===== src/rtl/regfile_wb_queue.sv =====
// regfile_wb_queue: in-order writeback queue from ALU and load returns into the regfile write port, with forwarding lookups
module regfile_wb_queue #(
  parameter int DATA_WIDTH = 32,
  parameter int NUM_REGS   = 32,
  parameter int DEPTH      = 4,
  localparam int AW = $clog2(NUM_REGS),
  localparam int PW = $clog2(DEPTH),
  localparam int CW = PW + 1
) (
  input  logic                  clk,
  input  logic                  rst,
  input  logic                  alu_valid,
  input  logic [AW-1:0]         alu_rd,
  input  logic [DATA_WIDTH-1:0] alu_data,
  output logic                  alu_ready,
  input  logic                  mem_valid,
  input  logic [AW-1:0]         mem_rd,
  input  logic [DATA_WIDTH-1:0] mem_data,
  output logic                  mem_ready,
  output logic [AW-1:0]         A3,
  output logic [DATA_WIDTH-1:0] WD3,
  output logic                  WE3,
  input  logic [AW-1:0]         q_a1,
  input  logic [AW-1:0]         q_a2,
  output logic                  fwd1_hit,
  output logic [DATA_WIDTH-1:0] fwd1_data,
  output logic                  fwd2_hit,
  output logic [DATA_WIDTH-1:0] fwd2_data,
  output logic [CW-1:0]         count
);
  logic [AW-1:0]         rd_q   [DEPTH];
  logic [DATA_WIDTH-1:0] data_q [DEPTH];
  logic [PW-1:0]         head_q, tail_q, alu_idx, idx;
  logic [CW-1:0]         count_q;
  logic                  mem_push, alu_push, pop;
  // Loads only need one free slot; ALU needs two so a load can always land alongside it.
  assign mem_ready = !rst && (count_q < CW'(DEPTH));
  assign alu_ready = !rst && (count_q < CW'(DEPTH - 1));
  assign mem_push  = mem_valid && mem_ready && (mem_rd != '0);
  assign alu_push  = alu_valid && alu_ready && (alu_rd != '0);
  assign alu_idx   = tail_q + PW'(mem_push);
  assign pop       = !rst && (count_q != '0);
  assign WE3       = pop;
  assign A3        = pop ? rd_q[head_q] : '0;
  assign WD3       = pop ? data_q[head_q] : '0;
  assign count     = rst ? '0 : count_q;
  always_ff @(posedge clk) begin
    if (rst) begin
      head_q  <= '0;
      tail_q  <= '0;
      count_q <= '0;
    end else begin
      if (mem_push) begin
        rd_q[tail_q]   <= mem_rd;
        data_q[tail_q] <= mem_data;
      end
      if (alu_push) begin
        rd_q[alu_idx]   <= alu_rd;
        data_q[alu_idx] <= alu_data;
      end
      head_q  <= head_q + PW'(pop);
      tail_q  <= tail_q + PW'(mem_push) + PW'(alu_push);
      count_q <= count_q + CW'(mem_push) + CW'(alu_push) - CW'(pop);
    end
  end
  // Walk oldest to newest so the newest matching entry wins.
  always_comb begin
    fwd1_hit  = 1'b0;
    fwd1_data = '0;
    fwd2_hit  = 1'b0;
    fwd2_data = '0;
    idx       = head_q;
    for (int i = 0; i < DEPTH; i++) begin
      idx = head_q + PW'(i);
      if (!rst && CW'(i) < count_q && q_a1 != '0 && rd_q[idx] == q_a1) begin
        fwd1_hit  = 1'b1;
        fwd1_data = data_q[idx];
      end
      if (!rst && CW'(i) < count_q && q_a2 != '0 && rd_q[idx] == q_a2) begin
        fwd2_hit  = 1'b1;
        fwd2_data = data_q[idx];
      end
    end
  end
endmodule

===== config.mk =====
export PLATFORM = sky130hd
export DESIGN_NAME = regfile_wb_queue
export DESIGN_NICKNAME = d
export VERILOG_FILES = /design/src/rtl/regfile_wb_queue.sv
export SDC_FILE = /design/constraint.sdc
export NUM_CORES = 1
export LEC_CHECK = 0
export BUFFER_PORTS_ARGS = -buffer_cell sky130_fd_sc_hd__clkbuf_2
export CORE_UTILIZATION = 35
export CTS_CLUSTER_DIAMETER = 60
export DETAILED_ROUTE_END_ITERATION = 8
export PLACE_DENSITY_LB_ADDON = 0.2
export RECOVER_POWER = 25
export SLEW_MARGIN = 40
export SYNTH_ARGS = -nofsm -noshare
export SYNTH_HDL_FRONTEND = slang
export SYNTH_SLANG_ARGS = --single-unit

===== constraint.sdc =====
create_clock -name clk -period 14.26 [get_ports clk]
set_clock_uncertainty 0.2 [all_clocks]
set_input_delay 2.852 -clock clk [delete_from_list [all_inputs] [get_ports clk]]
set_output_delay 2.852 -clock clk [all_outputs]
set_load 0.05 [all_outputs]

==> metrics.md, run 1 <==
| Metric | Value |
|---|---|
| Post-CTS sizing | `0` |
| Nets | `1,542` |
| Worst path slowest cell | `clkbuf_1` |
| Synth cell types | `49` |
| P_int | `1.32 mW` |
| Synth Register Bits | `155` |
| Row cnt | `70` |
| Placement Setup Slack | `5.17 ns` |
| Post-Synthesis Cell Area | `0.0132 mm^2` |
| Setup TNS | `0 ns` |
| Root Driver | `clkbuf_16` |
| Setup crit start | `rst` |
| Fin crit period | `9.42 ns` |
| Synthesized area per cell | `9.87 um^2` |
| Largest family of logic cells by synthesized area | `multiplexers` |
| Worst R2R End | `data_q[0][12]$_DFFE_PP_` |
| Sw power | `1.15 mW` |
| Max incr delay on CP | `1.82 ns` |
| Hold/Removal Path Class | `flop to flop` |
| Synth warn | `0` |
| Critical Path RT | `11.21 ns` |
| Adder-Cell Fraction of Synth Area | `0.00875` |
| Status | `complete, but fails checks` |
| CP max FO | `38` |
| Largest net degree at the start of global routing | `77` |
| I/O Buffers | `196` |
| Crit path DAT | `6.37 ns` |
| CP endpoint | `WE3` |
| Worst-Margin Slew | `3.30 ns` |
| Critical path's most frequent cell | `clkbuf_1` |
| Failing checks | `max-capacitance violations, max-slew violations` |
| Cells after Synth | `1,333` |
| Non-Filler Instances | `1,926` |
| DRC | `0` |
| Cell taking the most area after synthesis | `edfxtp_1` |
| Gpl congestion | `0.828` |
| TritonCTS Buffers | `17` |
| Worst-skew pair later-pin latency | `0.44 ns` |
| Endpoints failing setup | `0` |
| Reg2Reg Setup Slack | `9.13 ns` |
| Most common cell after layout, fill and taps aside | `clkbuf_2` |
| Hold_buf cts | `0` |
| Hold Fails Final Rpt | `0` |
| Crit. path cell count | `6` |
| Sequential share of the synthesized area | `0.348` |
| Total power draw | `2.47 mW` |
| Syn_nets | `1,429` |
| CTS tree | `built` |
| Logic pwr share | `0.545` |
| PnR worst setup slack | `4.84 ns` |
| Initial antenna violation count | `2` |
| Vias/cell | `5.84` |
| Final HPWL DP | `28,200 um` |
| Worst reg2reg path depth | `7` |
| Layout area overhead | `14.8%` |
| Routed wire length | `44,900 um` |
| Buf/Inv on CP | `4` |
| Normalized max-slew margin | `-1.20` |
| Clock Sink Count | `155` |
| Total die area | `0.0384 mm^2` |
| Hold depth | `3` |
| Vias in the first global route | `11,100` |
| Tot GR Track Use | `0.235` |
| Post-synthesis mux area share | `0.292` |
| Core ar. | `0.0368 mm^2` |
| Top area cells in the synthesized netlist | `edfxtp_1 (34%), mux2_2 (16%), mux2i_1 (9.7%)` |
| Delay-heaviest family, CP | `buffers and inverters` |
| Sw Share | `0.464` |
| Sequential power share | `0.258` |
| Commonest non-fill, non-tap cells in the layout | `clkbuf_2 (194), mux2_2 (184), nand2_1 (158)` |
| Ports | `197` |
| Max Clock Freq | `106 MHz` |
| Clock Tree Buf Depth | `2` |
| Clock power frac | `0.197` |
| Die width | `196 um` |
| Final Util | `0.411` |
| Post-Synth Simple-Gate Area | `0.166` |
| Crit path launch type | `input pin` |
| RSZ-0062 raised after global routing | `false` |
| Post-CTS Setup Repair Bufs | `0` |
| Antenna diode count | `0` |
| Vias | `11,200` |
| Max-cap violations | `4` |
| RR Startpoint | `count_q[2]$_SDFF_PP0_` |
| Placed insts | `1,895` |
| DRT iter0 DRCs | `891` |
| Asr flop ratio synth | `0` |
| Die height | `196 um` |
| Crit. End Element | `output pin` |
| Cell Pwr Density | `163 mW/mm^2` |
| Final antenna-violating net count | `0` |
| Clock slew at reported path FFs | `0.06 ns` |
| H-tree Lvls | `4` |
| Post-Synth XOR/XNOR Area | `0.0260` |
| Worst vdd ir | `0.101 mV` |
| Period utilization | `0.661` |
| First-pass GRT wire length | `67,700 um` |
| Slew Limit Fails | `143` |
| Post-synth top area share | `0.338` |
| Post-synth EDFFs | `148` |
| CP Class | `input pin to output pin` |
| Crit path cell chain | `clkbuf_1 -> nor2_1 -> nor3_1 -> clkbuf_1 -> inv_1 -> clkbuf_2` |
| Avg WL per Cell | `23.3 um` |
| Drt pass-1 iters | `5` |
| Top FF cell, synth | `edfxtp_1` |
| Initial Util | `0.358` |
| Post-synthesis compound-gate area fraction | `0.111` |
| Remaining global-route overflow | `0` |
| P_leak | `5.36 nW` |
| Layout cells sized above 1 | `0.332` |
-- synthesized netlist by cell type, types with 4 or more instances --
master	number
mux2_2	185
mux2i_1	128
dfxtp_1	7
nor3_1	38
and2_1	34
buf_2	36
a311oi_1	32
nand3_1	6
nor4_1	34
o211ai_1	5
o31ai_2	11
o21ai_0	33
mux4_2	21
edfxtp_1	148
nor2b_1	43
a21oi_1	34
a31oi_1	32
a211oi_1	33
ha_1	6
nand4_1	4
xor2_1	4
clkbuf_1	75
and3_1	31
nand2_1	162
buf_6	4
nor2_1	80
buf_1	12
xnor2_1	35
inv_1	13
o31ai_1	21
-- through the flow --
stage          area [um^2]  hold WS (ns)
4_1_cts              15100         0.520
2_1_floorplan        13200         0.383
6_report             15100         0.524
3_5_place_dp         14500         0.505
5_1_grt              15100         0.587
3_3_place_gp         14400         0.511
-- how the worst min path moves through the flow --
stage | to | from | slack, ns
after CTS | count_q[0]$_SDFF_PP0_ | count_q[0]$_SDFF_PP0_ | 0.52
final | count_q[0]$_SDFF_PP0_ | count_q[0]$_SDFF_PP0_ | 0.52
after global placement | count_q[0]$_SDFF_PP0_ | count_q[0]$_SDFF_PP0_ | 0.51
after detailed placement | count_q[0]$_SDFF_PP0_ | count_q[0]$_SDFF_PP0_ | 0.51
after global routing | count_q[0]$_SDFF_PP0_ | count_q[0]$_SDFF_PP0_ | 0.59
after floorplan | head_q[0]$_SDFF_PP0_ | head_q[0]$_SDFF_PP0_ | 0.38
-- cells by family (layout without fill, tap and decap cells) --
logic type               Yosys count  count (layout)
multiplexers                     334             334
XOR/XNOR                          39              39
AO/OA/AOI/OAI                    208             208
AND/OR/NAND/NOR                  446             446
adder cells (fa/ha/maj)            8               8
flip-flops                       155             155
buffers and inverters            143             268
-- power groups by stage --
| stage | registers, mW | logic [mW] | clock network, mW |
|---|---|---|---|
| after floorplan | 0.605 | 1.05 | 0 |
| final | 0.638 | 1.35 | 0.485 |
| after CTS | 0.637 | 1.34 | 0.493 |
| after global placement | 0.653 | 1.31 | 0 |
| after global routing | 0.647 | 1.44 | 0.511 |
| after detailed placement | 0.647 | 1.34 | 0 |
-- registers in the layout (all words and copies together), names as in the netlist --
| name | flops |
|---|---|
| tail_q | 2 |
| head_q | 2 |
| rd_q | 20 |
| count_q | 3 |
| data_q | 128 |
-- worst register-to-register path, stage by stage, from the launching register on --
cell	delay, ns
dfxtp_1	0.32
nor2_1	0.13
o211a_1	0.26
ha_1	0.34
nor3_2	0.19
clkbuf_1	2.31
or2_2	0.36
buf_4	0.62
-- layer usage --
metal	track usage	wire, um	part of all wire	vias to the layer above
met1	0.305	18800	0.42	5469
met2	0.394	21700	0.48	473
met3	0.0428	3390	0.075	71
li1	-	-	-	5222
met4	0.0764	920	0.020	4
met5	0	27	0.00060	-
-- area by class of cell --
type / instances / area [um^2]
clock buffers: 18 / 429
multi-input cells: 1035 / 8040
fillers: 3611 / 21700
well taps: 468 / 586
flip-flops and latches: 155 / 4590
inverters: 14 / 53.8
clock inverters: 13 / 175
repair buffers: 223 / 1230
(Power assumes the default switching activity.)
==> inputs of run 2 (changes only) <==
==> constraint.sdc (replaced) <==
create_clock -name clk -period 7.9 [get_ports clk]
set_clock_uncertainty 0.2 [all_clocks]
set_input_delay 1.58 -clock clk [delete_from_list [all_inputs] [get_ports clk]]
set_output_delay 1.58 -clock clk [all_outputs]
set_load 0.05 [all_outputs]
==> run 2 against run 1 <==
Largest power group unchanged. Routed wire length decreased by 0.27%. Critical endpoint is now fwd1_data[0]. Worst hold slack got worse by 0.00082 ns. The run still ends with max-capacitance violations, max-slew violations left. Die area unchanged. Register-to-register slack got worse by 5.7 ns. Total power rose by 76%. Clock power is 59% higher. Critical path type unchanged.
==> metrics.md, run 2 (synthesis gave the netlist of run 1 again) <==
| Metric | Value |
|---|---|
| Die width | `196 um (unchanged)` |
| Ports | `197 (unchanged)` |
| Hold/Removal Path Class | `flop to flop (unchanged)` |
| Layout area overhead | `13.8% (was 14.8%)` |
| Total power draw | `4.34 mW (was 2.47 mW)` |
| Sequential power share | `0.267 (was 0.258)` |
| Most common cell after layout, fill and taps aside | `clkbuf_2 (unchanged)` |
| Setup TNS | `0 ns (unchanged)` |
| P_int | `2.28 mW (was 1.32 mW)` |
| Largest net degree at the start of global routing | `66 (was 77)` |
| Fin crit period | `6.37 ns` |
| Layout fillers | `3,640 (was 3,611)` |
| Core ar. | `0.0368 mm^2 (unchanged)` |
| Routed wire length | `44,800 um (was 44,900 um)` |
| Initial antenna violation count | `1 (was 2)` |
| Max-cap violations | `2 (was 4)` |
| Final antenna-violating net count | `0 (unchanged)` |
| Max incr delay on CP | `0.52 ns (was 1.82 ns)` |
| Crit path cell chain | `clkbuf_2 -> nor4_1 -> nor2b_1 -> nand3b_1 -> or2_2 -> buf_4 -> nor2_1 -> a211oi_1 -> clkbuf_2 (was clkbuf_1 -> nor2_1 -> nor3_1 -> clkbuf_1 -> inv_1 -> clkbuf_2)` |
| CP Class | `input pin to output pin (unchanged)` |
| CP max FO | `34 (was 38)` |
| Endpoints failing setup | `0 (unchanged)` |
| Critical Path RT | `6.12 ns (was 11.21 ns)` |
| Vias/cell | `5.80 (was 5.84)` |
| Vias | `11,200 (about the same)` |
| Clock Tree Buf Depth | `2 (unchanged)` |
| Worst-Margin Slew | `3.26 ns (was 3.30 ns)` |
| Largest register FFs | `128 (unchanged)` |
| Largest regs | `data_q: 128 flops, rd_q: 20 flops, count_q: 3 flops (unchanged)` |
| Logic pwr share | `0.555 (was 0.545)` |
| Normalized max-slew margin | `-1.17 (was -1.20)` |
| Root Driver | `clkbuf_16 (unchanged)` |
| Sw power | `2.06 mW (was 1.15 mW)` |
| Crit path DAT | `4.59 ns (was 6.37 ns)` |
| DRC | `0 (unchanged)` |
| Tot GR Track Use | `0.229 (was 0.235)` |
| Status | `complete, but fails checks (unchanged)` |
| Hold_buf cts | `0 (unchanged)` |
| Max Clock Freq | `157 MHz` |
| Register Area | `0.00459 mm^2 (unchanged)` |
| Crit path launch type | `input pin (unchanged)` |
| Clock slew at reported path FFs | `0.07 ns (was 0.06 ns)` |
| Layout cells sized above 1 | `0.328 (was 0.332)` |
| Drt pass-1 iters | `5 (unchanged)` |
| Period utilization | `0.806` |
| Vias in the first global route | `11,000 (was 11,100)` |
| CTS tree | `built (unchanged)` |
| Area of the multi-input gates | `0.00801 mm^2 (was 0.00804 mm^2)` |
| Largest Register | `data_q (unchanged)` |
| P_leak | `5.31 nW (was 5.36 nW)` |
| TritonCTS Buffers | `17 (unchanged)` |
| RSZ-0062 raised after global routing | `false (unchanged)` |
| Post-CTS Setup Repair Bufs | `0 (unchanged)` |
| DRT iter0 DRCs | `713 (was 891)` |
| I/O Buffers | `196 (unchanged)` |
| H-tree Lvls | `4 (unchanged)` |
| Worst vdd ir | `0.159 mV (was 0.101 mV)` |
| Critical path's most frequent cell | `clkbuf_2 (was clkbuf_1)` |
| Row cnt | `70 (unchanged)` |
| Gpl congestion | `0.862 (was 0.828)` |
| Nets | `1,544 (was 1,542)` |
| First-pass GRT wire length | `66,700 um (was 67,700 um)` |
| Clock Sink Count | `155 (unchanged)` |
| Commonest non-fill, non-tap cells in the layout | `clkbuf_2 (189), mux2_2 (185), nand2_1 (160) (was clkbuf_2 (194), mux2_2 (184), nand2_1 (158))` |
| Failing checks | `max-capacitance violations, max-slew violations (unchanged)` |
| Placement Setup Slack | `1.67 ns (was 5.17 ns)` |
| Worst path slowest cell | `or2_2 (was clkbuf_1)` |
| Crit. End Element | `output pin (unchanged)` |
| Remaining global-route overflow | `0 (unchanged)` |
| Hold Fails Final Rpt | `0 (unchanged)` |
| Final HPWL DP | `28,800 um (was 28,200 um)` |
| Slew Limit Fails | `55 (was 143)` |
| Initial Util | `0.358 (unchanged)` |
| Total die area | `0.0384 mm^2 (unchanged)` |
| Die height | `196 um (unchanged)` |
| Clock power frac | `0.178 (was 0.197)` |
| Worst-skew pair later-pin latency | `0.44 ns (about the same)` |
| Post-CTS sizing | `0 (unchanged)` |
| Cell Pwr Density | `290 mW/mm^2 (was 163 mW/mm^2)` |
| Avg WL per Cell | `23.2 um (was 23.3 um)` |
| Sw Share | `0.474 (was 0.464)` |
| PnR worst setup slack | `1.53 ns (was 4.84 ns)` |
## run 2: final cells by class
class | count | share of cell area
multi-input combinational | 1035 | 0.535
sequential | 155 | 0.307
timing repair buffer | 225 | 0.0805
tap | 468 | 0.0391
clock buffer | 17 | 0.0284
clock inverter | 13 | 0.00685
inverter | 14 | 0.00359
antenna | 2 | 0.000334
## run 2: routing by layer
| metal | global-route usage | share of wire |
|---|---|---|
| met4 | 0.0787 | 0.024 |
| met3 | 0.0389 | 0.054 |
| met2 | 0.401 | 0.49 |
| met5 | 0 | 0 |
| met1 | 0.285 | 0.43 |
## run 2: path summary, 6_finish.rpt
kind / from / endpoint / slack, ns / cells after the start
worst max register to register: count_q[2]$_SDFF_PP0_ / data_q[3][9]$_DFFE_PP_ / 3.41 / 7
worst min-delay path: count_q[0]$_SDFF_PP0_ / count_q[0]$_SDFF_PP0_ / 0.52 / 3
worst max-delay path: q_a1[1] / fwd1_data[0] / 1.53 / 9
worst min register to register: count_q[0]$_SDFF_PP0_ / count_q[0]$_SDFF_PP0_ / 0.52 / 3
## run 2: worst max-delay path: cells and delay by family
family	cells	cell delay, ns
buffers and inverters	3	0.98
AND/OR/NAND/NOR	5	1.56
AO/OA/AOI/OAI	1	0.45
## run 2: metrics by stage
stage / area (um^2) / hold WS [ns] / utilization / std cells
floorplan: 13200 / 0.383 / - / 1333
global placement: 14400 / 0.502 / 0.393 / 1895
detailed placement: 14500 / 0.503 / 0.394 / 1897
CTS: 15000 / 0.524 / 0.408 / 1927
global route: 15000 / 0.557 / 0.407 / 1927
finish: 15000 / 0.524 / 0.407 / 1929
## run 2: power by group through the flow
stage	registers [mW]	clock network [mW]	logic, mW
floorplan	1.09	0	1.90
global placement	1.17	0	2.39
detailed placement	1.18	0	2.41
CTS	1.16	0.781	2.42
global route	1.18	0.807	2.58
finish	1.16	0.773	2.41
